[src/rtl/htu_memq.sv]
// htu_memq - writeback/refill request queue for the hash/tag-update pipe.
//
// Buffers writeback (aw) and refill (ar) line requests in two FIFOs and
// arbitrates them round-robin onto one registered command port. A refill is
// held back while any queued writeback targets the same cache line, so a
// refill never overtakes a pending writeback of its line.
//
// Ports:
//   clk, rst_n                     clock, asynchronous active-low reset
//   u_aw{valid,ready,id,addr}      writeback request in
//   u_ar{valid,ready,id,addr}      refill request in
//   d_cmd_{valid,ready,write,id,addr}  registered command out (write=1: writeback)
//   aw_count, ar_count             FIFO occupancies
//
// Optional build macro HTU_MEMQ_PERF_EN adds saturating 32-bit counters:
//   perf_hazard_stall  cycles the ar head is blocked by a same-line writeback
//   perf_bp_stall      cycles d_cmd_valid && !d_cmd_ready
//   perf_cmd_cnt       accepted commands
module htu_memq #(
  parameter int AW_DEPTH  = 4,
  parameter int AR_DEPTH  = 4,
  parameter int ID_W      = 8,
  parameter int LINE_LOG2 = 6
) (
  input  logic                      clk,
  input  logic                      rst_n,
  input  logic                      u_awvalid,
  output logic                      u_awready,
  input  logic [ID_W-1:0]           u_awid,
  input  logic [31:0]               u_awaddr,
  input  logic                      u_arvalid,
  output logic                      u_arready,
  input  logic [ID_W-1:0]           u_arid,
  input  logic [31:0]               u_araddr,
  output logic                      d_cmd_valid,
  input  logic                      d_cmd_ready,
  output logic                      d_cmd_write,
  output logic [ID_W-1:0]           d_cmd_id,
  output logic [31:0]               d_cmd_addr,
  output logic [$clog2(AW_DEPTH):0] aw_count,
  output logic [$clog2(AR_DEPTH):0] ar_count
`ifdef HTU_MEMQ_PERF_EN
  ,
  output logic [31:0]               perf_hazard_stall,
  output logic [31:0]               perf_bp_stall,
  output logic [31:0]               perf_cmd_cnt
`endif
);

  localparam int AWP = $clog2(AW_DEPTH);
  localparam int ARP = $clog2(AR_DEPTH);
  localparam logic [AWP:0] AW_FULL = (AWP+1)'(AW_DEPTH);
  localparam logic [ARP:0] AR_FULL = (ARP+1)'(AR_DEPTH);

  logic [ID_W-1:0]     aw_id_q   [AW_DEPTH];
  logic [31:0]         aw_addr_q [AW_DEPTH];
  logic [AW_DEPTH-1:0] aw_vld;
  logic [AWP-1:0]      aw_wptr, aw_rptr;

  logic [ID_W-1:0]     ar_id_q   [AR_DEPTH];
  logic [31:0]         ar_addr_q [AR_DEPTH];
  logic [ARP-1:0]      ar_wptr, ar_rptr;

  logic last_ar;    // 0 = last grant went to aw, 1 = to ar
  logic aw_enq, ar_enq, aw_deq, ar_deq;
  logic aw_elig, ar_elig, ar_hazard, cmd_load, grant_ar;

  // Ready depends only on registered occupancy: a full FIFO stays blocked
  // for the cycle even if its head leaves at the same edge.
  assign u_awready = (aw_count != AW_FULL);
  assign u_arready = (ar_count != AR_FULL);
  assign aw_enq    = u_awvalid && u_awready;
  assign ar_enq    = u_arvalid && u_arready;

  // Same-line check of the ar head against every live aw entry. Entries
  // written this cycle are not yet valid, so an older ar may still win.
  always_comb begin
    ar_hazard = 1'b0;
    for (int i = 0; i < AW_DEPTH; i++) begin
      if (aw_vld[i] &&
          (aw_addr_q[i][31:LINE_LOG2] == ar_addr_q[ar_rptr][31:LINE_LOG2]))
        ar_hazard = 1'b1;
    end
  end

  assign aw_elig  = (aw_count != '0);
  assign ar_elig  = (ar_count != '0) && !ar_hazard;
  assign cmd_load = (!d_cmd_valid || d_cmd_ready) && (aw_elig || ar_elig);
  // With both sides eligible, take the one opposite the last grant.
  assign grant_ar = ar_elig && (!aw_elig || !last_ar);
  assign aw_deq   = cmd_load && !grant_ar;
  assign ar_deq   = cmd_load && grant_ar;

  // Payload storage needs no reset; liveness is tracked by aw_vld/counts.
  always_ff @(posedge clk) begin
    if (aw_enq) begin
      aw_id_q[aw_wptr]   <= u_awid;
      aw_addr_q[aw_wptr] <= u_awaddr;
    end
    if (ar_enq) begin
      ar_id_q[ar_wptr]   <= u_arid;
      ar_addr_q[ar_wptr] <= u_araddr;
    end
  end

  always_ff @(posedge clk or negedge rst_n) begin
    if (!rst_n) begin
      aw_wptr  <= '0;
      aw_rptr  <= '0;
      aw_vld   <= '0;
      aw_count <= '0;
      ar_wptr  <= '0;
      ar_rptr  <= '0;
      ar_count <= '0;
    end else begin
      if (aw_deq) begin
        aw_rptr         <= aw_rptr + AWP'(1);
        aw_vld[aw_rptr] <= 1'b0;
      end
      if (aw_enq) begin
        aw_wptr         <= aw_wptr + AWP'(1);
        aw_vld[aw_wptr] <= 1'b1;
      end
      if (ar_deq) ar_rptr <= ar_rptr + ARP'(1);
      if (ar_enq) ar_wptr <= ar_wptr + ARP'(1);
      aw_count <= aw_count + {{AWP{1'b0}}, aw_enq} - {{AWP{1'b0}}, aw_deq};
      ar_count <= ar_count + {{ARP{1'b0}}, ar_enq} - {{ARP{1'b0}}, ar_deq};
    end
  end

  always_ff @(posedge clk or negedge rst_n) begin
    if (!rst_n) begin
      d_cmd_valid <= 1'b0;
      d_cmd_write <= 1'b0;
      d_cmd_id    <= '0;
      d_cmd_addr  <= '0;
      last_ar     <= 1'b0;
    end else if (cmd_load) begin
      d_cmd_valid <= 1'b1;
      d_cmd_write <= !grant_ar;
      d_cmd_id    <= grant_ar ? ar_id_q[ar_rptr]   : aw_id_q[aw_rptr];
      d_cmd_addr  <= grant_ar ? ar_addr_q[ar_rptr] : aw_addr_q[aw_rptr];
      last_ar     <= grant_ar;
    end else if (d_cmd_ready) begin
      d_cmd_valid <= 1'b0;
    end
  end

`ifdef HTU_MEMQ_PERF_EN
  always_ff @(posedge clk or negedge rst_n) begin
    if (!rst_n) begin
      perf_hazard_stall <= '0;
      perf_bp_stall     <= '0;
      perf_cmd_cnt      <= '0;
    end else begin
      if ((ar_count != '0) && ar_hazard && (perf_hazard_stall != '1))
        perf_hazard_stall <= perf_hazard_stall + 32'd1;
      if (d_cmd_valid && !d_cmd_ready && (perf_bp_stall != '1))
        perf_bp_stall <= perf_bp_stall + 32'd1;
      if (d_cmd_valid && d_cmd_ready && (perf_cmd_cnt != '1))
        perf_cmd_cnt <= perf_cmd_cnt + 32'd1;
    end
  end
`endif

endmodule

[config.mk]
export PLATFORM = sky130hd
export DESIGN_NAME = htu_memq
export DESIGN_NICKNAME = d
export VERILOG_FILES = /design/src/rtl/htu_memq.sv
export SDC_FILE = /design/constraint.sdc
export NUM_CORES = 1
export LEC_CHECK = 0
export BUFFER_PORTS_ARGS = -buffer_cell sky130_fd_sc_hd__buf_4
export CAP_MARGIN = 10
export CORE_MARGIN = 4
export CORE_UTILIZATION = 40
export DETAILED_ROUTE_END_ITERATION = 10
export GPL_ROUTABILITY_DRIVEN = 0
export PLACE_DENSITY_LB_ADDON = 0.08
export RECOVER_POWER = 100
export SYNTH_ARGS = -nofsm -noshare
export SYNTH_HDL_FRONTEND = slang
export SYNTH_SLANG_ARGS = --single-unit
[constraint.sdc]
create_clock -name clk -period 4.5 [get_ports clk]
set_input_delay 0 -clock clk [delete_from_list [all_inputs] [get_ports clk]]
set_output_delay 0 -clock clk [all_outputs]
set_load 0.02 [all_outputs]
==> out/summary.txt, run 1 <==
status: finished, violations left
failing checks: max-capacitance violations, max-slew violations
Ports: 135
vias after detailed routing: 9786
fin crit share: 0.941
Met2 Wirelength: 20.6 mm
Yosys top cell by area: edfxtp_1
H-tree depth: 2
vias in the first global route: 9953
DP Wirelength: 31.4 mm
initial core utilization: 0.405
ANT cells: 0
Reg clk slew, reported paths: 60 ps
DR top layer: met4
layout cells sized above 1: 0.149
sequential element share of the synthesized area: 0.673
die height: 211 µm
Post-Syn Area per Cell: 17.2 µm²
Async S/R FF share, synth: 0.160
CTS tree: built
Site Rows: 74
Pleak: 6.94 nW
endpoints failing hold: 0
FMAX: 236 MHz
Clock Latency Late Sink: 560 ps
min Tclk post-route: 4230 ps
All-Layer GR Usage: 0.205
CP max stage delay: 680 ps
max cap viols: 8
Synth Warn #: 0
Critical Path Start Type: flip-flop
first-pass GRT wire length: 67.7 mm
crit path DAT: 4670 ps
Final nets: 1315
clock root buffer: clkbuf_16
Worst Hold Class: in2reg
grt total ovfl: 0
initial antenna violation count: 0
Clock Skew: 18.8 ps
Critical Path RT: 4940 ps
syn_nets: 1064
Synth area leaders: edfxtp_1, mux4_2, dfrtp_1
Slowest cell on crit path: dfrtp_4
library cells used by synthesis: 56
Setup TNS: 0 ps
Detailed Route WL: 46.0 mm
largest net degree at the start of global routing: 62
die area: 0.0447 mm²
Max Slew Vio Count: 252
Mapped Cells: 961
Synth Flop Type: edfxtp_1
Power Dens Cells: 695 mW/mm²
core footprint: 0.0408 mm²
post-synth top area share: 0.581
Crit path top cell by count: xnor2_1
post-cts gate resize count: 0
VDD IR max: 0.280 mV
Initial DRC Count: 958
drt pass-1 iters: 5
# DRC: 0
Met1 Wirelength: 21.4 mm
EDFF count, synth: 320
Via density: 5.51
Die W: 211 µm
Synth Register Bits: 381
Post-Synthesis Cell Area: 0.0165 mm²
CP top delay family: simple AND/OR/NAND/NOR gates
Worst Setup End Kind: flip-flop
Longest Clk Path Bufs: 3
total CTS buffers: 42
WP buf/inv: 3
Setup CP Type: reg2reg
metal3 WL: 3.04 mm
port bufs: 134
WL/cell: 25.9 µm
worst-path fanout max: 26
DRT antenna net count: 0
clk sinks: 381
unrepaired setup endpoints after global routing: no
Area Growth Syn to Fin: 20.4%
Slew headroom: -0.205
Final Setup Violations: 0
CP Cell Sequence: buf_12, mux4_2, xnor2_1, nand4_1, nor4_1, nand3_1, o211a_1, and3_1, ha_1, inv_1, ha_1, inv_1, fa_1, xnor2_1, xnor2_1
post-layout util: 0.488
pin slew with the least headroom to its limit: 1810 ps
Hold WS: 236 ps
-- cell usage in the layout (no fill, tap or decap), types with 4 or more instances in the layout --
master         count
a211o_1           14
a21oi_1            7
a221o_1           26
a22oi_1            4
a31oi_1           16
a41oi_1            4
and3_1             5
buf_4             29
clkbuf_1         156
clkbuf_16         43
clkbuf_2           5
clkbuf_8           5
clkinv_2           7
dfrtp_1           57
dlygate4sd3_1     84
edfxtp_1         320
ha_1              16
inv_1             22
mux2i_1           32
mux4_2            80
nand2_1           53
nand3_1            5
nand4_1           20
nor2_1            12
nor3_1            29
nor4_1             6
o211ai_1           4
o21ai_0            6
o22ai_1            5
o311a_1           14
xnor2_1           76
xor2_1            35
-- worst reg2reg max path: cells and delay by family (launching register included) --
| kind | cells | cell delay, ps |
|---|---|---|
| buffers and inverters | 3 | 370 |
| muxes | 1 | 400 |
| AOI/OAI and AO/OA | 1 | 270 |
| xor gates and xnor gates | 3 | 600 |
| and+or+nand+nor | 4 | 1010 |
| DFF | 1 | 680 |
| adders and majority gates | 3 | 780 |
-- final timing paths --
path	from	to	slack [ps]	cells past startpoint
max	ar_rptr[1]$_DFFE_PN0P_	ar_count[2]$_DFF_PN0_	270	15
min	u_araddr[27]	ar_addr_q[2][27]$_DFFE_PP_	240	2
max reg2reg	ar_rptr[1]$_DFFE_PN0P_	ar_count[2]$_DFF_PN0_	270	15
min reg2reg	d_cmd_write$_DFFE_PN0P_	d_cmd_write$_DFFE_PN0P_	480	1
max in group asynchronous	rst_n	ar_rptr[0]$_DFFE_PN0P_	2760	2
min in group asynchronous	rst_n	aw_rptr[0]$_DFFE_PN0N_	470	2
-- final cells by class --
class                      count  area, µm²
clock buffer                  66       1210
clock inverter                11       86.3
fill                        3625      20900
inverter                      24       90.1
multi-input combinational    504       5070
sequential                   381      11100
tap                          532        666
timing repair buffer         259       1660
-- registers in the layout (all words and copies together) (netlist names) --
signal and count:
aw_vld 4, ar_wptr 2, ar_addr_q 128, ar_count 3, last_ar 1, aw_rptr 2
aw_id_q 32, ar_id_q 32, d_cmd_valid 1, aw_count 3, d_cmd_id 8, d_cmd_addr 32
aw_wptr 2, ar_rptr 2, d_cmd_write 1, aw_addr_q 128
-- cell usage after synthesis, types with 3 or more instances --
| library cell | instances |
|---|---|
| a31oi_1 | 17 |
| buf_1 | 3 |
| a221o_1 | 26 |
| nor2_1 | 12 |
| a211o_1 | 14 |
| nand2b_1 | 3 |
| nand3_1 | 5 |
| o31ai_1 | 4 |
| ha_1 | 16 |
| mux4_2 | 80 |
| a21oi_1 | 7 |
| o311a_1 | 14 |
| clkbuf_1 | 25 |
| a41oi_1 | 4 |
| nand2_1 | 53 |
| xnor2_1 | 76 |
| and3_1 | 4 |
| nand4_1 | 20 |
| a22oi_1 | 4 |
| edfxtp_1 | 320 |
| dfrtp_1 | 61 |
| buf_6 | 6 |
| buf_2 | 12 |
| nor3_1 | 29 |
| o22ai_1 | 5 |
| inv_1 | 22 |
| nor4_1 | 6 |
| mux2i_1 | 32 |
| xor2_1 | 35 |
| o211ai_1 | 4 |
| o21ai_0 | 6 |
| buf_4 | 6 |
-- kinds of logic after synthesis --
logic type,after synthesis,share of synthesized area
fa+ha+maj,18,0.0145
buf+inv,76,0.0222
flops,381,0.673
simple gates,139,0.0408
mux,114,0.130
xor+xnor,111,0.0587
compound gates,122,0.0612
-- metrics by stage --
step	total power, mW	cell area, µm²	std cells	worst slack [ps]
final	13.9	19900	1777	266
after global routing	14.6	19900	1777	70.8
after CTS	14.1	20400	1766	82.6
after detailed placement	10.8	18200	1605	87.4
after global placement	10.7	18200	1605	156
after floorplan	8.73	16500	961	626
-- where the power goes --
| group | leakage [nW] | internal (mW) | switching, mW | total [mW] |
|---|---|---|---|---|
| Sequential | 3.67 | 4.78 | 0.680 | 5.46 |
| Clock | 0.639 | 1.91 | 1.37 | 3.27 |
| Combinational | 2.63 | 2.13 | 3.00 | 5.13 |
-- per-layer routing --
metal	vias to the layer above	track usage
met3	59	0.0366
li1	4354	-
met5	-	0
met4	0	0.0529
met2	361	0.302
met1	5012	0.319
-- what timing repair did --
| item | CTS | global route |
|---|---|---|
| buffers inserted | 0 | 11 |
| hold endpoints to repair | 386 | 0 |
| setup endpoints to repair | 0 | 2 |
| hold buffers | 84 | 0 |
Note: power is estimated with default switching activity, not from simulation.
==> inputs of run 2 (changes only) <==
--- a/config.mk
+++ b/config.mk
@@ -5,13 +5,14 @@
 export SDC_FILE = /design/constraint.sdc
 export NUM_CORES = 1
 export LEC_CHECK = 0
+export ABC_CLOCK_PERIOD_IN_PS = 4500
 export BUFFER_PORTS_ARGS = -buffer_cell sky130_fd_sc_hd__buf_4
 export CAP_MARGIN = 10
 export CORE_MARGIN = 4
 export CORE_UTILIZATION = 40
 export DETAILED_ROUTE_END_ITERATION = 10
 export GPL_ROUTABILITY_DRIVEN = 0
-export PLACE_DENSITY_LB_ADDON = 0.08
+export PLACE_DENSITY = 0.66
 export RECOVER_POWER = 100
 export SYNTH_ARGS = -nofsm -noshare
 export SYNTH_HDL_FRONTEND = slang
==> run 2 against run 1 <==
Worst setup slack improved by 19 ps. Global-route usage fell by 1.5 points. Count of clock-buffer cells in the layout fell by 20. Non-clock buffer count fell by 16. Design area barely moved. The flow still finishes with violations (max-capacitance violations, max-slew violations). Combinational power fell by 3%. Power rose by 0.32%. Worst hold slack got worse by 120 ps. Final cell count fell by 1.2%. Clock skew rose by 8.8 ps. Critical path depth fell by 4. Critical endpoint is now aw_rptr[1]$_DFFE_PN0N_. Routed wire length fell by 7.5%.
==> out/summary.txt, run 2 (synthesis gave the netlist of run 1 again) <==
Initial DRC Count: 1024 (+6.9%)
endpoints failing hold: 0 (unchanged)
Setup crit end: aw_rptr[1]$_DFFE_PN0N_
Longest Clk Path Bufs: 3 (unchanged)
crit path DAT: 4630 ps (-40 ps)
VDD IR max: 0.266 mV (-4.9%)
largest net degree at the start of global routing: 62 (unchanged)
Area Growth Syn to Fin: 20.5% (about the same)
Via density: 5.58 (+1.3%)
Final nets: 1297 (-1.4%)
initial core utilization: 0.405 (unchanged)
top flop regs: ar_addr_q: 128 flops, aw_addr_q: 128 flops
Die W: 211 µm (unchanged)
CTS tree: built
FMAX: 237 MHz (+0.45%)
layout cells sized above 1: 0.148 (-0.00152)
unrepaired setup endpoints after global routing: no
grt total ovfl: 0 (unchanged)
Detailed Route WL: 42.6 mm (-7.5%)
port bufs: 134 (unchanged)
drt pass-1 iters: 5 (unchanged)
Worst Setup End Kind: flip-flop
Max Slew Vio Count: 248 (-1.6%)
most common cell after layout, fill and taps aside: edfxtp_1
Power Dens Cells: 698 mW/mm² (+0.30%)
All-Layer GR Usage: 0.190 (-0.0153)
R2R depth: 11 (-4)
register-to-register setup slack: 280 ps (+20 ps)
Worst Hold Class: in2async
Critical Path Start Type: flip-flop
Final Setup Violations: 0 (unchanged)
initial antenna violation count: 0 (unchanged)
FILL cells: 3493 (-3.6%)
fin crit share: 0.937 (-0.00425)
most frequent cells in the layout: edfxtp_1, clkbuf_1, dlygate4sd3_1
clock root buffer: clkbuf_16
H-tree depth: 2 (unchanged)
Clock Latency Late Sink: 550 ps (about the same)
CP Launch Point: ar_rptr[1]$_DFFE_PN0P_
Site Rows: 74 (unchanged)
vias after detailed routing: 9795 (+0.092%)
first-pass GRT wire length: 64.0 mm (-5.5%)
fin cells: 1756 (-1.2%)
post-CTS setup buffer count: 0 (unchanged)
worst-path fanout max: 28 (+7.7%)
Slew headroom: -0.394 (-0.189)
pin slew with the least headroom to its limit: 2090 ps (+286 ps)
status: finished, violations left
WL/cell: 24.2 µm (-6.4%)
clk sinks: 381 (unchanged)
Critical Path RT: 4920 ps (-20 ps)
# DRC: 0 (unchanged)
Clock Skew: 27.6 ps (+8.78 ps)
total CTS buffers: 40 (-4.8%)
DP Wirelength: 29.6 mm (-5.6%)
ANT cells: 0 (unchanged)
Setup TNS: 0 ps (unchanged)
Reg clk slew, reported paths: 60 ps (about the same)
vias in the first global route: 10100 (+0.97%)
worst r2r dst: aw_rptr[1]$_DFFE_PN0N_
RR Startpoint: ar_rptr[1]$_DFFE_PN0P_
DRT antenna net count: 0 (unchanged)
post-layout util: 0.488 (about the same)
Ports: 135 (unchanged)
failing checks: max-capacitance violations, max-slew violations
Pleak: 6.91 nW (-0.56%)
die height: 211 µm (unchanged)
core footprint: 0.0408 mm² (unchanged)
die area: 0.0447 mm² (unchanged)
Setup CP Type: reg2reg
Cell Count Post-Placement: 1600 (-0.31%)
min Tclk post-route: 4220 ps (-19.1 ps)
max cap viols: 7 (-1)
run 2: cell types whose count changed in the layout (fill, tap and decap cells not counted), sizes merged:
cell      change
clkinv        +6
clkbuf       -26
buf          -10
bufinv        +7
clkinvlp      +2
run 2: critical path: stages, from the launching register on:
cell	delay [ps]
dfrtp_4	600
buf_4	330
mux2i_1	400
xnor2_1	110
or4_1	510
a22oi_1	280
nand4_1	160
o211a_1	210
buf_4	220
a31oi_4	200
clkbuf_2	640
mux2_2	410
run 2: worst min path at each step:
stage / start / to / slack (ps) / cells after the start
2_1_floorplan: rst_n / ar_count[0]$_DFF_PN0_ / -300 / 0
3_3_place_gp: rst_n / d_cmd_id[5]$_DFFE_PN0P_ / 190 / 1
3_5_place_dp: rst_n / aw_count[1]$_DFF_PN0_ / 190 / 1
4_1_cts: rst_n / d_cmd_addr[1]$_DFFE_PN0P_ / 150 / 2
5_1_grt: rst_n / d_cmd_addr[1]$_DFFE_PN0P_ / 190 / 2
6_report: rst_n / d_cmd_addr[1]$_DFFE_PN0P_ / 110 / 2
run 2: metal layers:
| layer | vias to the layer above | GRT usage | wire length, µm |
|---|---|---|---|
| li1 | 4316 | - | - |
| met1 | 4958 | 0.278 | 18400 |
| met2 | 434 | 0.285 | 19300 |
| met3 | 87 | 0.0409 | 3390 |
| met4 | 0 | 0.0671 | 1470 |
| met5 | - | 0 | 0 |
run 2: layout make-up:
class | instances | area (µm²) | share of cell area
sequential | 381 | 11100 | 0.559
multi-input combinational | 504 | 5070 | 0.255
timing repair buffer | 243 | 1550 | 0.0776
clock buffer | 46 | 1060 | 0.0534
tap | 532 | 666 | 0.0334
clock inverter | 26 | 349 | 0.0175
inverter | 24 | 90.1 | 0.00452
run 2: stage by stage:
stage	power (mW)	setup WS [ps]	hold WS, ps	cell area (µm²)
after floorplan	8.73	626	-296	16500
after global placement	10.5	411	185	18200
after detailed placement	10.6	363	191	18200
after CTS	14.2	337	150	20500
after global routing	14.6	149	189	19900
final	13.9	285	115	19900
run 2: power breakdown:
group          switching [mW]  internal (mW)
Sequential              0.579           4.78
Combinational            2.95           2.05
Clock                    1.38           2.17
Total                    4.91           9.00
run 2: timing repair:
item                                    in CTS  in global routing
hold buffers                                84                  0
gates resized for setup                      0                  0
endpoints found under the setup margin       0                  0
hold endpoints to repair                   385                  0
==> inputs of run 3 (changes only) <==
--- a/config.mk
+++ b/config.mk
@@ -5,7 +5,7 @@
 export SDC_FILE = /design/constraint.sdc
 export NUM_CORES = 1
 export LEC_CHECK = 0
-export ABC_CLOCK_PERIOD_IN_PS = 4500
+export ABC_CLOCK_PERIOD_IN_PS = 4600
 export BUFFER_PORTS_ARGS = -buffer_cell sky130_fd_sc_hd__buf_4
 export CAP_MARGIN = 10
 export CORE_MARGIN = 4
==> constraint.sdc (replaced) <==
create_clock -name clk -period 4.6 [get_ports clk]
set_input_delay 0 -clock clk [delete_from_list [all_inputs] [get_ports clk]]
set_output_delay 0 -clock clk [all_outputs]
set_load 0.02 [all_outputs]
==> run 3 against run 2 <==
The flow still finishes with violations (max-capacitance violations, max-slew violations). Die area is the same. Utilization shrank 0.27 points. Routed wire length is essentially flat. Worst hold slack gained 22 ps. Global-route usage shrank 0.17 points. Design area shrank 0.56%. Critical endpoint unchanged. Critical path depth is the same. Critical path type unchanged. Register-to-register slack lost 20 ps. Worst setup slack lost 18 ps. Largest cell class unchanged. Sequential share of layout area grew 0.31 points. Clock skew shrank 12 ps. Combinational power shrank 2%.
==> out/summary.txt, run 3 (synthesis gave the netlist of run 1 again) <==
status: finished, violations left
failing checks: max-capacitance violations, max-slew violations
core footprint: 0.0408 mm² (unchanged)
initial antenna violation count: 1 (+1)
vias in the first global route: 9881 (-1.7%)
CP top delay family: buffers and inverters
layout cells sized above 1: 0.141 (-0.00654)
Area Growth Syn to Fin: 19.8%
Longest Clk Path Bufs: 3 (unchanged)
first-pass GRT wire length: 63.8 mm (-0.40%)
worst-path fanout max: 28 (unchanged)
total CTS buffers: 39 (-2.5%)
Clock Skew: 16.1 ps (-11.6 ps)
die height: 211 µm (unchanged)
GRT met3 Usage: 0.0342 (-0.00667)
Ports: 135 (unchanged)
DRT antenna net count: 0 (unchanged)
Reg clk slew, reported paths: 60 ps (about the same)
Critical Path Start Type: flip-flop
most frequent cells in the layout: edfxtp_1, clkbuf_1, dlygate4sd3_1
Initial DRC Count: 839 (-18%)
met1 Use GR: 0.275 (-0.00289)
Placed Area: 0.0182 mm² (+0.15%)
VDD IR max: 0.333 mV (+25%)
most common cell after layout, fill and taps aside: edfxtp_1
post-layout util: 0.485 (-0.00273)
Clock Latency Late Sink: 530 ps (-20 ps)
Pleak: 6.84 nW (-0.90%)
Slew headroom: -0.464 (-0.0696)
post-CTS setup buffer count: 0 (unchanged)
setup ws final: 267 ps (-18.0 ps)
CP Cell Sequence: buf_4, mux4_2, xnor2_1, nand4_1, nor2_1, nand4_1, o31a_1, buf_4, a31oi_4, clkbuf_2, mux2_2
M2 GR Usage: 0.293 (+0.00862)
Setup CP Type: reg2reg
RR Startpoint: ar_rptr[0]$_DFFE_PN0P_
# DRC: 0 (unchanged)
Detailed Route WL: 42.6 mm (about the same)
initial core utilization: 0.405 (unchanged)
clock root buffer: clkbuf_16
H-tree depth: 2 (unchanged)
register-to-register setup slack: 270 ps (-20 ps)
Slowest cell on crit path: mux4_2
Site Rows: 74 (unchanged)
All-Layer GR Usage: 0.188 (-0.00169)
clk sinks: 381 (unchanged)
WP buf/inv: 3 (unchanged)
port bufs: 134 (unchanged)
Die W: 211 µm (unchanged)
FMAX: 231 MHz (-2.7%)
Via density: 5.52 (-1.0%)
drt pass-1 iters: 5 (unchanged)
fin crit share: 0.942 (+0.00528)
vias after detailed routing: 9702 (-0.95%)
Final Setup Violations: 0 (unchanged)
min Tclk post-route: 4330 ps (+118 ps)
CTS tree: built
Worst Hold Class: in2async
pin slew with the least headroom to its limit: 2200 ps (+104 ps)
final instance area: 0.0198 mm² (-0.56%)
largest net degree at the start of global routing: 62 (unchanged)
max cap viols: 7 (unchanged)
R2R depth: 11 (unchanged)
Critical Path RT: 5020 ps (+100 ps)
WL/cell: 24.2 µm (about the same)
top flop regs: ar_addr_q: 128 flops, aw_addr_q: 128 flops
die area: 0.0447 mm² (unchanged)
unrepaired setup endpoints after global routing: no
grt total ovfl: 0 (unchanged)
Setup TNS: 0 ps (unchanged)
GRT Max-Usage Layer: met2
Power Dens Cells: 674 mW/mm² (-3.4%)
FILL cells: 3505 (+0.34%)
Max Slew Vio Count: 248 (unchanged)
Worst Setup End Kind: flip-flop
worst r2r dst: aw_rptr[1]$_DFFE_PN0N_
CP max stage delay: 670 ps (+30 ps)
Power Total: 13.4 mW (-3.9%)
crit path DAT: 4750 ps (+120 ps)
endpoints failing hold: 0 (unchanged)
DP Wirelength: 29.0 mm (-2.0%)
Final nets: 1298 (+0.077%)
pre-CTS WS: 299 ps (-63.8 ps)
==> run 3: power breakdown <==
| group | total (mW) | internal, mW | switching, mW |
|---|---|---|---|
| Sequential | 5.26 | 4.68 | 0.585 |
| Clock | 3.21 | 1.89 | 1.32 |
| Combinational | 4.88 | 2.01 | 2.87 |
| Total | 13.4 | 8.58 | 4.78 |
==> run 3: worst reg2reg max path: stages, from the launching register on <==
cell	delay, ps
dfrtp_2	390
buf_4	380
mux4_2	670
xnor2_1	390
nand4_1	260
nor2_1	150
nand4_1	280
o31a_1	210
buf_4	210
a31oi_4	220
clkbuf_2	660
mux2_2	410
==> run 3: timing repair <==
action	in CTS	in global routing
gates resized for setup	0	0
hold buffers	84	0
endpoints found under the hold margin	385	0
==> run 3: area by class of cell <==
class	count	area, µm²	area share
Clock buffer	49	1030	0.0521
Tap cell	532	666	0.0336
Sequential cell	381	11100	0.562
Multi-Input combinational cell	504	5070	0.256
Antenna cell	1	2.50	0.000126
Clock inverter	21	248	0.0125
Timing Repair Buffer	245	1570	0.0793
Inverter	24	90.1	0.00454
==> run 3: how the worst max path moves through the flow <==
stage / slack [ps] / cells after the start / from / end
CTS: 290 / 15 / ar_rptr[0]$_DFFE_PN0P_ / aw_count[2]$_DFF_PN0_
global placement: 310 / 15 / ar_rptr[0]$_DFFE_PN0P_ / aw_count[2]$_DFF_PN0_
finish: 270 / 11 / ar_rptr[0]$_DFFE_PN0P_ / aw_rptr[1]$_DFFE_PN0N_
detailed placement: 300 / 15 / ar_rptr[0]$_DFFE_PN0P_ / aw_count[2]$_DFF_PN0_
floorplan: 730 / 18 / ar_rptr[0]$_DFFE_PN0P_ / ar_count[2]$_DFF_PN0_
global route: 160 / 11 / ar_rptr[0]$_DFFE_PN0P_ / aw_rptr[1]$_DFFE_PN0N_
==> run 3: metrics by stage <==
stage,instances,hold slack (ps)
after CTS,1756,164
after global routing,1757,218
after global placement,1602,188
final,1757,137
after floorplan,961,-296
after detailed placement,1602,185
==> run 3: routing by layer <==
layer,part of all wire,vias up
met2,0.47,371
li1,-,4317
met4,0.025,0
met1,0.44,4955
met3,0.067,59
met5,0,-
